--- src/rtl/store_monitor.sv ---
`default_nettype none
// ============================================================================
// Module   : store_monitor
// Brief    : Observes data-memory stores, buffers them in a FIFO for draining,
//            counts cycles/stores and decides pass/fail/timeout from a
//            signature store.
// Revision : 1.0 - initial release
// ============================================================================
module store_monitor #(
  parameter int          DEPTH     = 8,
  parameter logic [31:0] PASS_ADR  = 32'd100,
  parameter logic [31:0] PASS_DATA = 32'd25,
  parameter logic [15:0] TIMEOUT   = 16'd200
) (
  input  logic                       clk,
  input  logic                       reset,
  input  logic                       MemWrite,
  input  logic [31:0]                DataAdr,
  input  logic [31:0]                WriteData,
  input  logic                       rd_en,
  output logic                       rd_valid,
  output logic [31:0]                rd_adr,
  output logic [31:0]                rd_data,
  output logic [$clog2(DEPTH):0]     fifo_level,
  output logic                       fifo_full,
  output logic                       fifo_empty,
  output logic                       overflow,
  output logic [15:0]                store_count,
  output logic [15:0]                cycle_count,
  output logic                       done,
  output logic                       pass,
  output logic                       fail,
  output logic                       timeout
);

  localparam int AW = $clog2(DEPTH);
  localparam int LW = AW + 1;
  localparam logic [LW-1:0] DEPTH_L   = LW'(DEPTH);
  localparam logic [15:0]   TIMEOUT_L = TIMEOUT - 16'd1;

  typedef enum logic [1:0] {
    ST_RUN     = 2'd0,
    ST_PASS    = 2'd1,
    ST_FAIL    = 2'd2,
    ST_TIMEOUT = 2'd3
  } state_t;

  state_t          state;
  logic [63:0]     mem [DEPTH];
  logic [AW-1:0]   wr_ptr;
  logic [AW-1:0]   rd_ptr;

  logic            capture;
  logic            pop_ok;
  logic            push_ok;
  logic            sig_hit;
  logic [LW-1:0]   next_level;

  // Capture/pop qualification; a full FIFO still accepts a store when an
  // entry leaves on the same edge. An empty FIFO never pops, so a store
  // landing in it cannot be read back on the same edge.
  always_comb begin
    capture    = (state == ST_RUN) && MemWrite;
    pop_ok     = rd_en && !fifo_empty;
    push_ok    = capture && (!fifo_full || pop_ok);
    sig_hit    = capture && (DataAdr == PASS_ADR);
    next_level = fifo_level + LW'(push_ok) - LW'(pop_ok);
  end

  // Storage array; contents need no reset because occupancy is tracked by level.
  always_ff @(posedge clk) begin
    if (push_ok) begin
      mem[wr_ptr] <= {DataAdr, WriteData};
    end
  end

  // FIFO pointers, occupancy flags, read port and sticky overflow.
  always_ff @(posedge clk) begin
    if (reset) begin
      wr_ptr     <= '0;
      rd_ptr     <= '0;
      fifo_level <= '0;
      fifo_full  <= 1'b0;
      fifo_empty <= 1'b1;
      overflow   <= 1'b0;
      rd_valid   <= 1'b0;
      rd_adr     <= '0;
      rd_data    <= '0;
    end else begin
      rd_valid <= pop_ok;
      if (pop_ok) begin
        rd_adr  <= mem[rd_ptr][63:32];
        rd_data <= mem[rd_ptr][31:0];
        rd_ptr  <= rd_ptr + AW'(1);
      end
      if (push_ok) begin
        wr_ptr <= wr_ptr + AW'(1);
      end
      if (capture && !push_ok) begin
        overflow <= 1'b1;
      end
      fifo_level <= next_level;
      fifo_full  <= (next_level == DEPTH_L);
      fifo_empty <= (next_level == '0);
    end
  end

  // Run-control FSM with registered status outputs and RUN-only counters.
  always_ff @(posedge clk) begin
    if (reset) begin
      state       <= ST_RUN;
      done        <= 1'b0;
      pass        <= 1'b0;
      fail        <= 1'b0;
      timeout     <= 1'b0;
      store_count <= '0;
      cycle_count <= '0;
    end else begin
      case (state)
        ST_RUN: begin
          cycle_count <= cycle_count + 16'd1;
          if (capture && (store_count != 16'hFFFF)) begin
            store_count <= store_count + 16'd1;
          end
          // A signature store outranks a timeout landing on the same edge.
          if (sig_hit) begin
            done <= 1'b1;
            if (WriteData == PASS_DATA) begin
              state <= ST_PASS;
              pass  <= 1'b1;
            end else begin
              state <= ST_FAIL;
              fail  <= 1'b1;
            end
          end else if (cycle_count == TIMEOUT_L) begin
            state   <= ST_TIMEOUT;
            done    <= 1'b1;
            fail    <= 1'b1;
            timeout <= 1'b1;
          end
        end
        default: begin
          state <= state;
        end
      endcase
    end
  end

endmodule
`default_nettype wire

--- config.mk ---
export PLATFORM = sky130hd
export DESIGN_NAME = store_monitor
export DESIGN_NICKNAME = d
export VERILOG_FILES = /design/src/rtl/store_monitor.sv
export SDC_FILE = /design/constraint.sdc
export NUM_CORES = 1
export LEC_CHECK = 0
export BUFFER_PORTS_ARGS = -buffer_cell sky130_fd_sc_hd__buf_2
export CAP_MARGIN = 20
export CORE_MARGIN = 4
export CORE_UTILIZATION = 57
export DETAILED_ROUTE_END_ITERATION = 10
export PLACE_DENSITY = 0.88
export REMOVE_ABC_BUFFERS = 1
export SYNTH_ARGS = -nofsm -noshare
export SYNTH_HDL_FRONTEND = slang
export SYNTH_SLANG_ARGS = --single-unit
--- constraint.sdc ---
create_clock -name clk -period 8.1 [get_ports clk]
set_input_delay 0.405 -clock clk [delete_from_list [all_inputs] [get_ports clk]]
set_output_delay 0.405 -clock clk [all_outputs]
set_load 0.02 [all_outputs]
== Word level (Yosys, flattened, before mapping) ==
Memory sizes are Yosys's and may differ from the RTL's. A register that Yosys moved wholly into a read port is not among the register bits.
Index checks and enable logic that the tools add are counted.
Operators by class
  muxes and demuxes: 9
  bitwise operators: 1
  equality and inequality tests: 6
  reductions and logical operators: 18
  add/subtract/negate cells: 6
Operator list (number)
  16-bit by 1-bit adder with 16-bit output, second input constant: 2
  32-bit by 5-bit == test with 1-bit output, second input constant: 1
  32-bit by 7-bit == test with 1-bit output, second input constant: 1
  16-bit by 8-bit == test with 1-bit output, second input constant: 1
  16-bit inequality test, second input constant: 1
  3-bit AND reduction: 3
  3-bit by 1-bit adder with 3-bit output, second input constant: 2
  1-bit logical AND: 6
  1-bit two-way mux: 6
  2-bit two-way mux: 3
  4-bit by 1-bit adder with 4-bit output: 1
  4-bit == test, second input constant: 1
  4-bit zero test: 1
  2-bit AND reduction: 2
  4-bit by 1-bit subtractor with 4-bit output: 1
  1-bit zero test: 3
  2-bit zero test: 1
  2-bit inequality test, second input constant: 1
  2-bit nonzero test: 1
  1-bit logical OR: 1
  1-bit NOT: 1
Word-level totals
  memories kept: 1
  bits in registers: 52
  memory bits (writable): 512
  word-level logic and storage cells: 55
  output and inout port bits: 108
Memories
  mem: words 8, bits a word 64, read ports 1, clocked after memory_dff 1, write ports 1, line 49  | logic [63:0] mem [DEPTH];

== Depth between registers and ports, before layout ==
  depth in word-level cells: 7
  depth in mapped cells: 12

== Worst setup path before layout ==
OpenSTA, ideal clock, no wires.
  path type: input to register
  start point: input port MemWrite
  end point: memory mem[0][0], enable pin
  arrival: 5.705 ns
  setup time: 0.565 ns
  path buffers: 1
  path slack: 1.830 ns
  stages on the path: 5
  path through: or3b_4 -> buf_6 -> a21oi_1 -> nand2b_1 -> nor3_1
Between the ends
  cells in the longest elaborated chain, start to end: 4
Ends and longest elaborated chain
  from (decl): line 17  | input logic MemWrite,
  1-bit logical AND: line 63  | capture = (state == ST_RUN) && MemWrite;
  1-bit logical AND: line 65  | push_ok = capture && (!fifo_full || pop_ok);
  1-bit two-way mux: line 72  | if (push_ok) begin
  1-bit two-way mux (implied by the code): line 73  | mem[wr_ptr] <= {DataAdr, WriteData};
  to (decl): line 49
Every way passes these cells.

== Worst setup path in the final report ==
  start point: register state[1]
  end point: memory mem[2][12], enable pin
Between the ends
  cells in the longest elaborated chain, start to end: 5
Ends and longest elaborated chain
  from (decl): line 48  | state_t state;
  from (signal assigned): line 143  | state <= state;
  2-bit zero test: line 63
  1-bit logical AND: line 63
  1-bit logical AND: line 65
  1-bit two-way mux: line 72
  1-bit two-way mux (implied by the code): line 73
Every way passes these cells.

==> summary.md <==
| Metric | Value |
|---|---|
| Yosys warns | `0` |
| Vias in the first global route | `~13,000` |
| Critical Path AT | `between 3 and 4 ns` |
| Nets@finish | `between 1,500 and 2,000` |
| Drt total wl | `around 52 mm` |
| Switching fraction of total power | `0.256` |
| Layout cells sized above 1 | `0.294` |
| Die Area | `44,800 um^2` |
| Main synth FF type | `edfxtp_1` |
| Post-layout instance count excluding filler cells | `2,023` |
| Total congestion overflow | `0` |
| GRT Util Overall | `0.236` |
| Seq/Total Area, Yosys | `0.749` |
| CTS max path bufs | `3` |
| HP Start | `MemWrite` |
| Commonest non-fill, non-tap cell in the layout | `edfxtp_1` |
| Die span in x | `212 um` |
| CTS buffer count | `61` |
| Post-DP HPWL | `about 28 mm` |
| Critical Path RT | `between 8 and 9 ns` |
| Vias | `about 12,000` |
| P_sw | `about 2.1 mW` |
| Cts hold-fix bufs | `0` |
| VDD IR max | `between 200 and 250 uV` |
| DR vias/cell | `6.15` |
| Reg power frac | `0.483` |
| Unrepaired setup endpoints after global routing | `false` |
| Layout area overhead | `15.0%` |
| Worst-path maximum fanout | `44` |
| Overall power | `a little over 8 mW` |
| Max-cap viol count | `0` |
| Placed insts | `between 1,500 and 2,000` |
| P_leak | `between 8 and 9 nW` |
| Clock sink count | `628` |
| Cells on worst reg2reg path | `5` |
| Avg WL per Cell | `between 20 and 30 um` |
| Final worst path period share | `0.414` |
| Rel. slew slack | `0.248` |
| Final Hold Slack | `a little over 0.08 ns` |
| Critical R2R Launch | `state[1]` |
| Mapped Area | `23,600 um^2` |
| HP Class | `in2reg` |
| Clock transition at path regs | `0.06 ns` |
| Antenna Nets Post-Route | `0` |
| Combinational Power Share | `0.158` |
| CP Capture Type | `flop` |
| Port bufs | `approximately 180` |
| Global-route wire length before repair | `roughly 79 mm` |
| Post-CTS Repair Setup Buffers | `0` |
| Endpoints failing setup | `0` |
| Core area | `between 40,000 and 50,000 um^2` |
| Final Hold Fails | `0` |
| CTS tree | `built` |
| Worst hold stages | `3` |
| Initial DRT Pass Iterations | `5` |
| Largest net degree at the start of global routing | `between 90 and 100` |
| Starting density of the core | `0.578` |
| Gpl congestion | `0.807` |
| Status | `finished clean` |
| Beginning of the critical path | `state[1]` |
| H-Tree Depth | `2` |
| Initial antenna violation count | `13` |
| Measured slew at the worst slew-check pin | `approximately 1.1 ns` |
| Netlist cell types | `44` |
| Die height | `between 200 and 250 um` |
| PwrDens | `roughly 300 nW/um^2` |
| Root buffer cell | `clkbuf_16` |
| Crit Path Category | `reg2reg` |
| Max Freq | `around 300 MHz` |
| Clock Skew | `0.0131 ns` |
| Avg Synthesized Cell Area | `about 19 um^2` |
| Clock power frac | `0.359` |
| Max-slew violations | `0` |
| Number of synthesized flops with an enable pin | `just over 500` |
| CTS resizes | `0` |
| Register bit total from synthesis | `628` |
| IO Count | `176` |
| Clk Latency, worst-skew pair | `~0.6 ns` |
| Iter 0 DRT Violations | `1,356` |
| Setup TNS | `0 ns` |
| Core Rows | `between 70 and 80` |
| Most frequent cells in the layout | `512 x edfxtp_1, 174 x buf_2, 128 x mux4_2, 113 x dfxtp_1, 107 x nor2_1` |
| Cell Int Power | `about 6.0 mW` |
| DRC viols | `0` |
| Minimum clock period | `roughly 3.4 ns` |
| Synthesized instance count | `~1,200` |
| FFs w/ async S/R, synth | `0` |
| Worst setup SP type | `flop` |
through the flow:
step | utilization | setup slack [ns] | instance area, um^2
floorplan | - | 1.65 | 23300
global placement | 0.613 | 4.78 | 25100
detailed placement | 0.613 | 4.66 | 25100
CTS | 0.663 | 4.77 | 27100
global route | 0.664 | 4.58 | 27200
finish | 0.664 | 4.75 | 27200
kinds of logic (layout without fill, tap and decap cells):
group | after synthesis | after routing | share of synthesized area
buf+inv | 75 | 315 | 0.0142
xor+xnor | 32 | 32 | 0.0119
simple gates | 217 | 217 | 0.0445
other cells | 0 | 8 | 0
compound gates | 89 | 89 | 0.0261
flops | 628 | 628 | 0.749
mux | 193 | 193 | 0.149
fa+ha+maj | 9 | 9 | 0.00508
power by group through the flow:
stage,Combinational [mW],Clock [mW],Sequential [mW]
finish,1.27,2.90,3.90
global route,1.38,3.08,3.93
CTS,1.29,2.94,3.91
detailed placement,1.27,0,3.97
global placement,1.23,0,3.95
floorplan,0.803,0,4.13
worst paths after layout:
kind                 to  slack, ns
max          mem[2][12]       4.75
min            overflow       0.08
max reg2reg  mem[2][12]       4.75
min reg2reg     timeout       0.46
cell type report:
type,count,area [um^2]
multi-input combinational,540,5660
sequential,628,17700
clock inverter,40,409
timing repair buffer,191,1010
fill,2564,13700
inverter,11,43.8
tap,532,666
clock buffer,73,1650
antenna,8,20.0
synth_stat cells, types with 8 or more instances:
cell type,n,share of area
nor4_1,16,0.0042
nand3_1,8,0.0017
mux2i_1,65,0.028
buf_2,16,0.0034
xnor2_1,21,0.0078
a211oi_1,64,0.020
nand2_1,25,0.0040
a21oi_1,17,0.0036
nor2_1,113,0.018
clkbuf_1,36,0.0057
inv_1,10,0.0016
nor3_1,10,0.0021
edfxtp_1,512,0.65
xor2_1,11,0.0041
ha_1,8,0.0042
dfxtp_1,116,0.098
mux4_2,128,0.12
nand4_1,9,0.0024
worst max-delay path: stages, from the launching register on:
cell and delay, ns:
dfxtp_1 0.34, or3b_4 0.49, a21oi_1 0.37, nand2b_1 0.34
nor2_4 0.66, buf_4 0.69
flip-flops by register name, summed over array words and instances (netlist names), 2 cells and up:
register / count
wr_ptr: 3
rd_adr: 32
cycle_count: 16
rd_data: 32
fifo_level: 4
mem: 512
rd_ptr: 3
store_count: 16
state: 2
metal layers:
metal | part of all wire | track usage | vias to the layer above
li1 | - | - | 5371
met1 | 0.37 | 0.312 | 6375
met2 | 0.52 | 0.398 | 569
met3 | 0.075 | 0.0406 | 120
met4 | 0.035 | 0.0891 | 8
met5 | 0.00092 | 0 | -
Power figures use the tool's default switching activity.
